## src/rtl/if_id_stage.sv

```systemverilog
// PC register plus IF/ID pipeline register. It applies hazard-unit holds and inserts one bubble on a taken branch or jump.
// With IF_ID_STALL_CNT_EN defined, stall_cycles is a saturating count of PC-hold edges; otherwise it is tied to zero.
`timescale 1ns/1ps
module if_id_stage #(
    parameter logic [31:0] RESET_PC  = 32'h0000_3000,
    parameter logic [31:0] NOP_INSTR = 32'h0000_0000
) (
    input  logic        clk,
    input  logic        rst,
    input  logic        pc_write,
    input  logic        IF_ID_write,
    input  logic        branch_taken,
    input  logic [31:0] branch_target,
    input  logic        jump,
    input  logic [31:0] jump_target,
    input  logic [31:0] imem_instr,
    output logic [31:0] imem_addr,
    output logic [31:0] ID_instr,
    output logic [31:0] ID_pc4,
    output logic        ID_valid,
    output logic [15:0] stall_cycles
);

    localparam logic [31:0] WORD_MASK = 32'hFFFF_FFFC;

    logic [31:0] r_pc;
    logic [31:0] r_id_instr;
    logic [31:0] r_id_pc4;
    logic        r_id_valid;

    logic [31:0] w_pc4;
    logic        w_redirect;
    logic [31:0] w_redirect_pc;

    assign w_pc4      = r_pc + 32'd4;
    assign w_redirect = branch_taken | jump;
    // jump beats branch_taken if decode ever raises both
    assign w_redirect_pc = (jump ? jump_target : branch_target) & WORD_MASK;

    always_ff @(posedge clk) begin
        if (rst) begin
            r_pc <= RESET_PC & WORD_MASK;
        end else if (!pc_write) begin
            r_pc <= w_redirect ? w_redirect_pc : w_pc4;
        end
    end

    // A hold outranks a redirect: the branch in ID is still waiting on operands.
    always_ff @(posedge clk) begin
        if (rst) begin
            r_id_instr <= NOP_INSTR;
            r_id_pc4   <= 32'd0;
            r_id_valid <= 1'b0;
        end else if (!IF_ID_write) begin
            if (w_redirect) begin
                r_id_instr <= NOP_INSTR;
                r_id_pc4   <= 32'd0;
                r_id_valid <= 1'b0;
            end else begin
                r_id_instr <= imem_instr;
                r_id_pc4   <= w_pc4;
                r_id_valid <= 1'b1;
            end
        end
    end

`ifdef IF_ID_STALL_CNT_EN
    logic [15:0] r_stall_cnt;

    always_ff @(posedge clk) begin
        if (rst) begin
            r_stall_cnt <= 16'd0;
        end else if (pc_write && (r_stall_cnt != 16'hFFFF)) begin
            r_stall_cnt <= r_stall_cnt + 16'd1;
        end
    end

    assign stall_cycles = r_stall_cnt;
`else
    assign stall_cycles = 16'h0000;
`endif

    assign imem_addr = r_pc;
    assign ID_instr  = r_id_instr;
    assign ID_pc4    = r_id_pc4;
    assign ID_valid  = r_id_valid;

endmodule

```

## config.mk

```make
export PLATFORM = sky130hd
export DESIGN_NAME = if_id_stage
export DESIGN_NICKNAME = d
export VERILOG_FILES = /design/src/rtl/if_id_stage.sv
export SDC_FILE = /design/constraint.sdc
export NUM_CORES = 1
export LEC_CHECK = 0
export CORE_UTILIZATION = 46
export CTS_CLUSTER_DIAMETER = 150
export DETAILED_ROUTE_END_ITERATION = 8
export HOLD_SLACK_MARGIN = 0.02
export PLACE_DENSITY = 0.86
export SYNTH_ARGS = -nofsm -noshare
export SYNTH_HDL_FRONTEND = slang
export SYNTH_SLANG_ARGS = --single-unit
```

## constraint.sdc

```tcl
create_clock -name clk -period 5 [get_ports clk]
set_input_delay 1 -clock clk [delete_from_list [all_inputs] [get_ports clk]]
set_output_delay 1 -clock clk [all_outputs]
set_load 0.05 [all_outputs]
```

# After elaboration in Yosys (flattened, before gate mapping)
# Cells that the tools add are included.
# totals
regBits	97
inputBits	102
out_inout_bits	113
word_cells	11
# classes
n_addsub	1
n_mux	5
bitwise	1
# op_table
operator	count
32-bit two-way mux	4
32-bit by 3-bit adder with 32-bit output (second input constant)	1
1-bit two-way mux	1
1-bit bitwise OR	1

# Depth between registers and ports, before layout
# Gate-level depths: netlist of the first run.
# logic_depth
word_depth	2
depth_mapped	8
ltp_nobuf	6

# Worst setup path after synthesis of the first run
# OpenSTA, ideal clock, no wires.
# synth_path
path_type	input-to-reg
startpoint	input branch_taken
endpoint	register r_pc[13] (netlist: imem_addr[13])
setup_ns	0.133
arrival_time_ns	2.260
required_ns	4.867
setup_slack_ns	2.607
path_stages	7
n_path_buf	3
path_cell_list	clkbuf_1 > or2_2 > clkbuf_1 > buf_2 > nor2_1 > a221oi_1 > o211ai_1
# synth_via
elab_chain_len	2
# synth_rtl
item	line	text
start: declaration	12	input logic branch_taken,
1-bit bitwise OR	36	assign w_redirect = branch_taken | jump;
32-bit two-way mux	44	r_pc <= w_redirect ? w_redirect_pc : w_pc4;
end signal: assignment	42	r_pc <= RESET_PC & WORD_MASK;
end signal: assignment	44	
end: declaration	26	logic [31:0] r_pc;
# No other way between the ends.
# A chain may end at the register's enable or synchronous reset.

# Worst setup path after layout of the first run
# layout_path
startpoint	input branch_taken
endpoint	register r_id_pc4[31] (netlist: ID_pc4[31])
# layout_via
elab_chain_len	2
# layout_rtl
item	line	text
1-bit bitwise OR	36	
32-bit two-way mux	55	if (w_redirect) begin
end signal: assignment	61	r_id_pc4 <= w_pc4;
end: declaration	28	logic [31:0] r_id_pc4;
# No other way between the ends.

==> results.py, run 1 <==
metrics = {
    "die": {
        "start_util_pct": 47.7,
        "rows": 37,
        "core_um2": 10400,
        "die_width_um": 106,
        "ios": 215,
        "dieArea_um2": 11200,
        "die_h_um": 106,
    },
    "sta": {
        "period_minus_slack_ns": 2.84,
        "fin_worst_skew_ns": 0.00781,
        "setup_violations": 0,
        "rsz0062_at_grt": "false",
        "hold_viol_final": 0,
        "drv_slew": 0,
        "fmax_mhz": 353,
        "maxSlewHeadroom_pct": 22.7,
        "final.setup.tns_ns": 0,
        "period_share_pct": 56.7,
        "worst_pin_slew_ns": 1.16,
    },
    "detailed_routing": {
        "drt_pass1_iterations": 5,
        "drt-total-wl_um": 15300,
        "via_per_inst": 5.44,
        "routedWlPerCell_um": 15.6,
        "drcViolationCount": 0,
        "num_vias": 5327,
        "drt_iter0_markers": 293,
        "ant_nets": 0,
    },
    "cts": {
        "postCtsSetupBuffers": 0,
        "clk_latency_ns": 0.36,
        "h-tree-depth": 3,
        "clock-sinks": 93,
        "numCtsBuffers": 9,
        "max-clock-path-buffers": 2,
        "clk_pin_slew_ns": 0.09,
        "cts_tree": "yes",
        "hold_buffers": 0,
        "cts_resized": 0,
        "cts_root_buf": "clkbuf_8",
    },
    "critical_path": {
        "arrival_ns": 3.15,
        "slowest_delay_ns": 0.55,
        "required_ns": 5.31,
        "critPathCaptureType": "register",
        "start_kind": "input port",
        "path_class": "in -> reg",
        "path_max_fanout": 37,
        "r2r_slack_ns": 2.50,
        "cp_cell_sequence": "buf_2 > or2_2 > nor2_1 > nand2_1 > nor3b_1 > a211o_1",
        "cpMaxStageDelayCell": "nand2_1",
    },
    "power_and_ir_drop": {
        "power.leakage_nw": 2.61,
        "power_mw": 1.73,
        "worst_ir_drop_vdd_mv": 0.137,
        "powerDensity_nw_per_um2": 248,
    },
    "logic_synthesis": {
        "synth_area_um2": 4970,
        "synthTopCellsByArea": "dfxtp_1 (37%), nor2_1 (8.5%), a21oi_1 (8.2%)",
        "yosysTopAreaCellShare_pct": 37.5,
        "synth.most_common_cell": "nor2_1",
        "synth_edf_count": 0,
        "seq_area_frac_synth_pct": 37.5,
        "syn-instance-count": 689,
        "async_flop_share_pct": 0,
        "synth.distinct_cells": 56,
        "ys_ff_latch": 93,
        "syn_area_per_cell_um2": 7.21,
        "synth_common_cells": "nor2_1 (112), nand2_1 (106), dfxtp_1 (93), a21oi_1 (81), o21ai_0 (48)",
        "synth_warnings": 0,
        "synth_ff_type": "dfxtp_1",
        "synth_top_cell_by_area": "dfxtp_1",
    },
    "placement": {
        "dpl.hpwl_um": 10600,
        "gp_congestion": 0.835,
        "port_buffers": 190,
    },
    "finish": {
        "drive_above_1_share_pct": 4.86,
        "nFillCells": 870,
        "diodes": 0,
        "nets": 945,
        "syn_to_final_growth_pct": 40.3,
    },
    "grt": {
        "grt_pass1_wl_um": 24100,
        "grt_usage_pct": 26.9,
        "grt_pass1_vias": 4986,
        "antenna_found_initial": 0,
        "grt_max_degree": 61,
        "grt_overflow": 0,
    },
    "job": {
        "maxCapViolCount": 0,
    },
    "run_status": {
        "status": "completed",
    },
    "worst_hold_path": {
        "min_path_type": "reg -> reg",
    },
}
[layout by cell type (no fill, tap or decap), types with 2 or more instances in the layout]
cell type	instances
clkdlybuf4s50_1	185
nor2_1	111
nand2_1	106
dfxtp_1	93
a21oi_1	81
o21ai_0	48
conb_1	20
inv_1	17
xnor2_1	15
nor3_1	14
nand3_1	12
nand4_1	11
xor2_1	11
clkbuf_8	11
a31oi_1	9
nor4_1	7
and3_1	5
and4_1	5
mux2i_1	5
a221oi_1	5
buf_2	5
buf_4	5
or2_2	4
a22oi_1	4
a211oi_1	4
o32ai_1	4
a21o_1	3
a211o_1	3
nor4_4	2
nand4_2	2
nand3b_1	2
nand2b_1	2
o31ai_1	2
a41oi_1	2
o31a_1	2
o211ai_1	2
nor3b_1	2
[path summary, 6_finish.rpt]
path | from | end | cells past startpoint
max reg2reg | imem_addr[2]$_SDFFE_PP0N_ | imem_addr[28]$_SDFFE_PP0N_ | 6
min | ID_pc4[23]$_SDFFE_PP0N_ | ID_pc4[23]$_SDFFE_PP0N_ | 2
min reg2reg | ID_pc4[23]$_SDFFE_PP0N_ | ID_pc4[23]$_SDFFE_PP0N_ | 2
max | branch_taken | ID_pc4[31]$_SDFFE_PP0N_ | 6
[cell families after synthesis]
family	count (synthesis)	synth area share, %
simple gates	296	27.4
flops	93	37.5
other cells	1	0.0755
compound gates	178	20.9
buf+inv	89	8.36
xor+xnor	26	4.58
mux	5	1.01
fa+ha+maj	1	0.252
[critical path, delay by kind of cell]
| kind | cells | cell delay, ns |
|---|---|---|
| simple gates | 4 | 1.65 |
| buf+inv | 1 | 0.34 |
| compound gates | 1 | 0.14 |
[area by class of cell]
class                   instances  area, um2  area share (%)
clock buffers                  11        151            2.17
clock inverters                 2       35.0           0.503
inverters                      17       63.8           0.915
multi-input cells             526       2770            39.8
flip-flops and latches         93       1860            26.7
well taps                     136        170            2.44
repair buffers                195       1910            27.5
[where the power goes]
part | total (mW) | leakage [nW] | switching, mW | internal, mW
Clock | 0.509 | 0.0971 | 0.259 | 0.250
Combinational | 0.416 | 1.76 | 0.256 | 0.160
Sequential | 0.803 | 0.757 | 0.0362 | 0.767
[stage by stage]
stage               instance area, um2  util, %  hold WS (ns)  worst slack (ns)  cells
CTS                               6970     66.9         0.462              2.12    980
global placement                  6780     65.1         0.434              1.83    967
finish                            6970     66.9         0.458              2.16    980
floorplan                         5040        -         0.663              2.61    708
detailed placement                6780     65.1         0.443              1.74    967
global route                      6970     66.9         0.486              1.98    980
[registers in the layout, indices dropped and copies added (netlist names)]
signal / count
ID_pc4: 30
ID_valid: 1
ID_instr: 32
imem_addr: 30
[per-layer routing]
metal / up-vias / routed length, um / global-route usage [%]
met5: - / 0 / 0
met4: 0 / 255 / 9.23
met3: 19 / 1390 / 8.40
met2: 230 / 7660 / 47.6
met1: 2462 / 6000 / 30.3
li1: 2616 / - / -
(Power assumes the default switching activity.)
==> inputs of run 2 (changes only) <==
CORE_UTILIZATION = 43   (was 46)
PLACE_DENSITY = 0.81   (was 0.86)
clock period = 2.83 ns   (was 5 ns; I/O delays follow)
==> run 2 against run 1 <==
Via count is 1.7% higher. Final cell count is 2.0% higher. Critical path depth stayed put. Global-route usage is 0.25 points lower. Clock skew hardly changed. Largest cell class unchanged. Sequential power is 77% higher.
==> results.py, run 2 (synthesized netlist as in run 1, its figures left out) <==
metrics = {
    "die": {
        "start_util_pct": 45.1,
        "dieArea_um2": 12000,
        "die_width_um": 110,
        "rows": 38,
        "die_h_um": 110,
        "core_um2": 11000,
        "ios": 215,
    },
    "grt": {
        "grt_max_degree": 78,
        "antenna_found_initial": 0,
        "grt_overflow": 0,
        "grt_usage_pct": 26.6,
        "grt_pass1_vias": 5253,
        "grt_pass1_wl_um": 25000,
    },
    "cts": {
        "clk_latency_ns": 0.34,
        "max-clock-path-buffers": 2,
        "cts_root_buf": "clkbuf_16",
        "cts_tree": "yes",
        "hold_buffers": 0,
        "numCtsBuffers": 9,
        "clk_pin_slew_ns": 0.06,
        "h-tree-depth": 3,
        "cts_resized": 0,
        "clock-sinks": 93,
        "postCtsSetupBuffers": 0,
    },
    "detailed_routing": {
        "drcViolationCount": 0,
        "via_per_inst": 5.42,
        "drt_iter0_markers": 194,
        "routedWlPerCell_um": 15.7,
        "num_vias": 5420,
        "drt-total-wl_um": 15700,
        "drt_pass1_iterations": 5,
        "ant_nets": 0,
    },
    "critical_path": {
        "start_kind": "register",
        "slowest_delay_ns": 0.63,
        "critPathCaptureType": "register",
        "arrival_ns": 2.73,
        "cp_cell_sequence": "ha_1 > nand3_2 > nor2_1 > and4_1 > o31ai_1 > a2111oi_2",
        "required_ns": 3.06,
        "rr_worst_depth": 6,
        "cpMaxStageDelayCell": "nor2_1",
        "path_max_fanout": 8,
        "path_class": "reg -> reg",
    },
    "power_and_ir_drop": {
        "powerDensity_nw_per_um2": 452,
        "worst_ir_drop_vdd_mv": 0.264,
        "power.leakage_nw": 2.72,
        "power_mw": 3.23,
    },
    "sta": {
        "hold_viol_final": 0,
        "period_minus_slack_ns": 2.50,
        "hold_ws_ns": 0.454,
        "rsz0062_at_grt": "false",
        "fin_worst_skew_ns": 0.00778,
        "setup_violations": 0,
        "period_share_pct": 88.4,
        "final.setup.tns_ns": 0,
        "drv_slew": 0,
        "worst_pin_slew_ns": 0.838,
        "maxSlewHeadroom_pct": 44.1,
        "fmax_mhz": 400,
    },
    "finish": {
        "syn_to_final_growth_pct": 43.9,
        "nets": 960,
        "utilization_pct": 64.8,
        "final_common_cell": "clkdlybuf4s50_1",
        "diodes": 0,
        "largest_reg_flops": 32,
        "nFillCells": 977,
        "drive_above_1_share_pct": 6.16,
        "final_cell_mix": "clkdlybuf4s50_1 (186), nor2_1 (111), nand2_1 (106)",
    },
    "run_status": {
        "status": "completed",
    },
    "worst_hold_path": {
        "min_path_type": "reg -> reg",
        "whs_path_depth": 2,
    },
    "placement": {
        "gp_congestion": 0.821,
        "port_buffers": 190,
        "dpl.hpwl_um": 11300,
    },
    "job": {
        "maxCapViolCount": 0,
    },
}
==> run 2: cell types whose count changed in the layout (fill, tap and decap cells not counted), moves of 2 or more <==
cell | before | now
clkinv_2 | 1 | 3
clkbuf_1 | 0 | 2
clkbuf_8 | 11 | 0
clkbuf_16 | 0 | 9
buf_4 | 5 | 20
==> run 2: worst paths after layout <==
| check | from | endpoint | slack (ns) |
|---|---|---|---|
| setup reg to reg | imem_addr[2]$_SDFFE_PP0N_ | imem_addr[28]$_SDFFE_PP0N_ | 0.33 |
| hold / removal | ID_pc4[23]$_SDFFE_PP0N_ | ID_pc4[23]$_SDFFE_PP0N_ | 0.45 |
| setup / recovery | imem_addr[2]$_SDFFE_PP0N_ | imem_addr[28]$_SDFFE_PP0N_ | 0.33 |
| hold reg to reg | ID_pc4[23]$_SDFFE_PP0N_ | ID_pc4[23]$_SDFFE_PP0N_ | 0.45 |
==> run 2: area by class of cell <==
class / count / area (um2) / area share [%]
clock buffer: 11 / 233 / 3.25
clock inverter: 3 / 15.0 / 0.210
inverter: 17 / 63.8 / 0.892
multi-input combinational: 526 / 2770 / 38.8
sequential: 93 / 1860 / 26.0
tap: 140 / 175 / 2.45
timing repair buffer: 210 / 2030 / 28.4
==> run 2: per-layer routing <==
metal / GRT usage, % / vias to the layer above / wire (um)
met4: 10.6 / 0 / 404
met5: 0 / - / 0
met1: 28.9 / 2490 / 5970
met3: 9.01 / 29 / 1610
met2: 47.3 / 240 / 7710
li1: - / 2661 / -
==> run 2: critical path, delay by kind of cell, from the launching register on <==
family	cells	cell delay, ns
flops	1	0.46
simple gates	3	1.24
fa+ha+maj	1	0.31
compound gates	2	0.38
==> run 2: power breakdown <==
part	total (mW)	internal (mW)	leakage, nW	switching (mW)
Clock	1.07	0.582	0.125	0.484
Sequential	1.42	1.36	0.757	0.0585
Combinational	0.753	0.293	1.83	0.460
Total	3.23	2.23	2.72	1.00
==> run 2: stage by stage <==
stage	std cells	cell area [um2]	setup slack [ns]
3_3_place_gp	986	6900	0.518
3_5_place_dp	986	6900	0.410
6_report	1000	7150	0.328
2_1_floorplan	708	5040	0.552
5_1_grt	1000	7150	0.287
4_1_cts	1000	7150	0.390
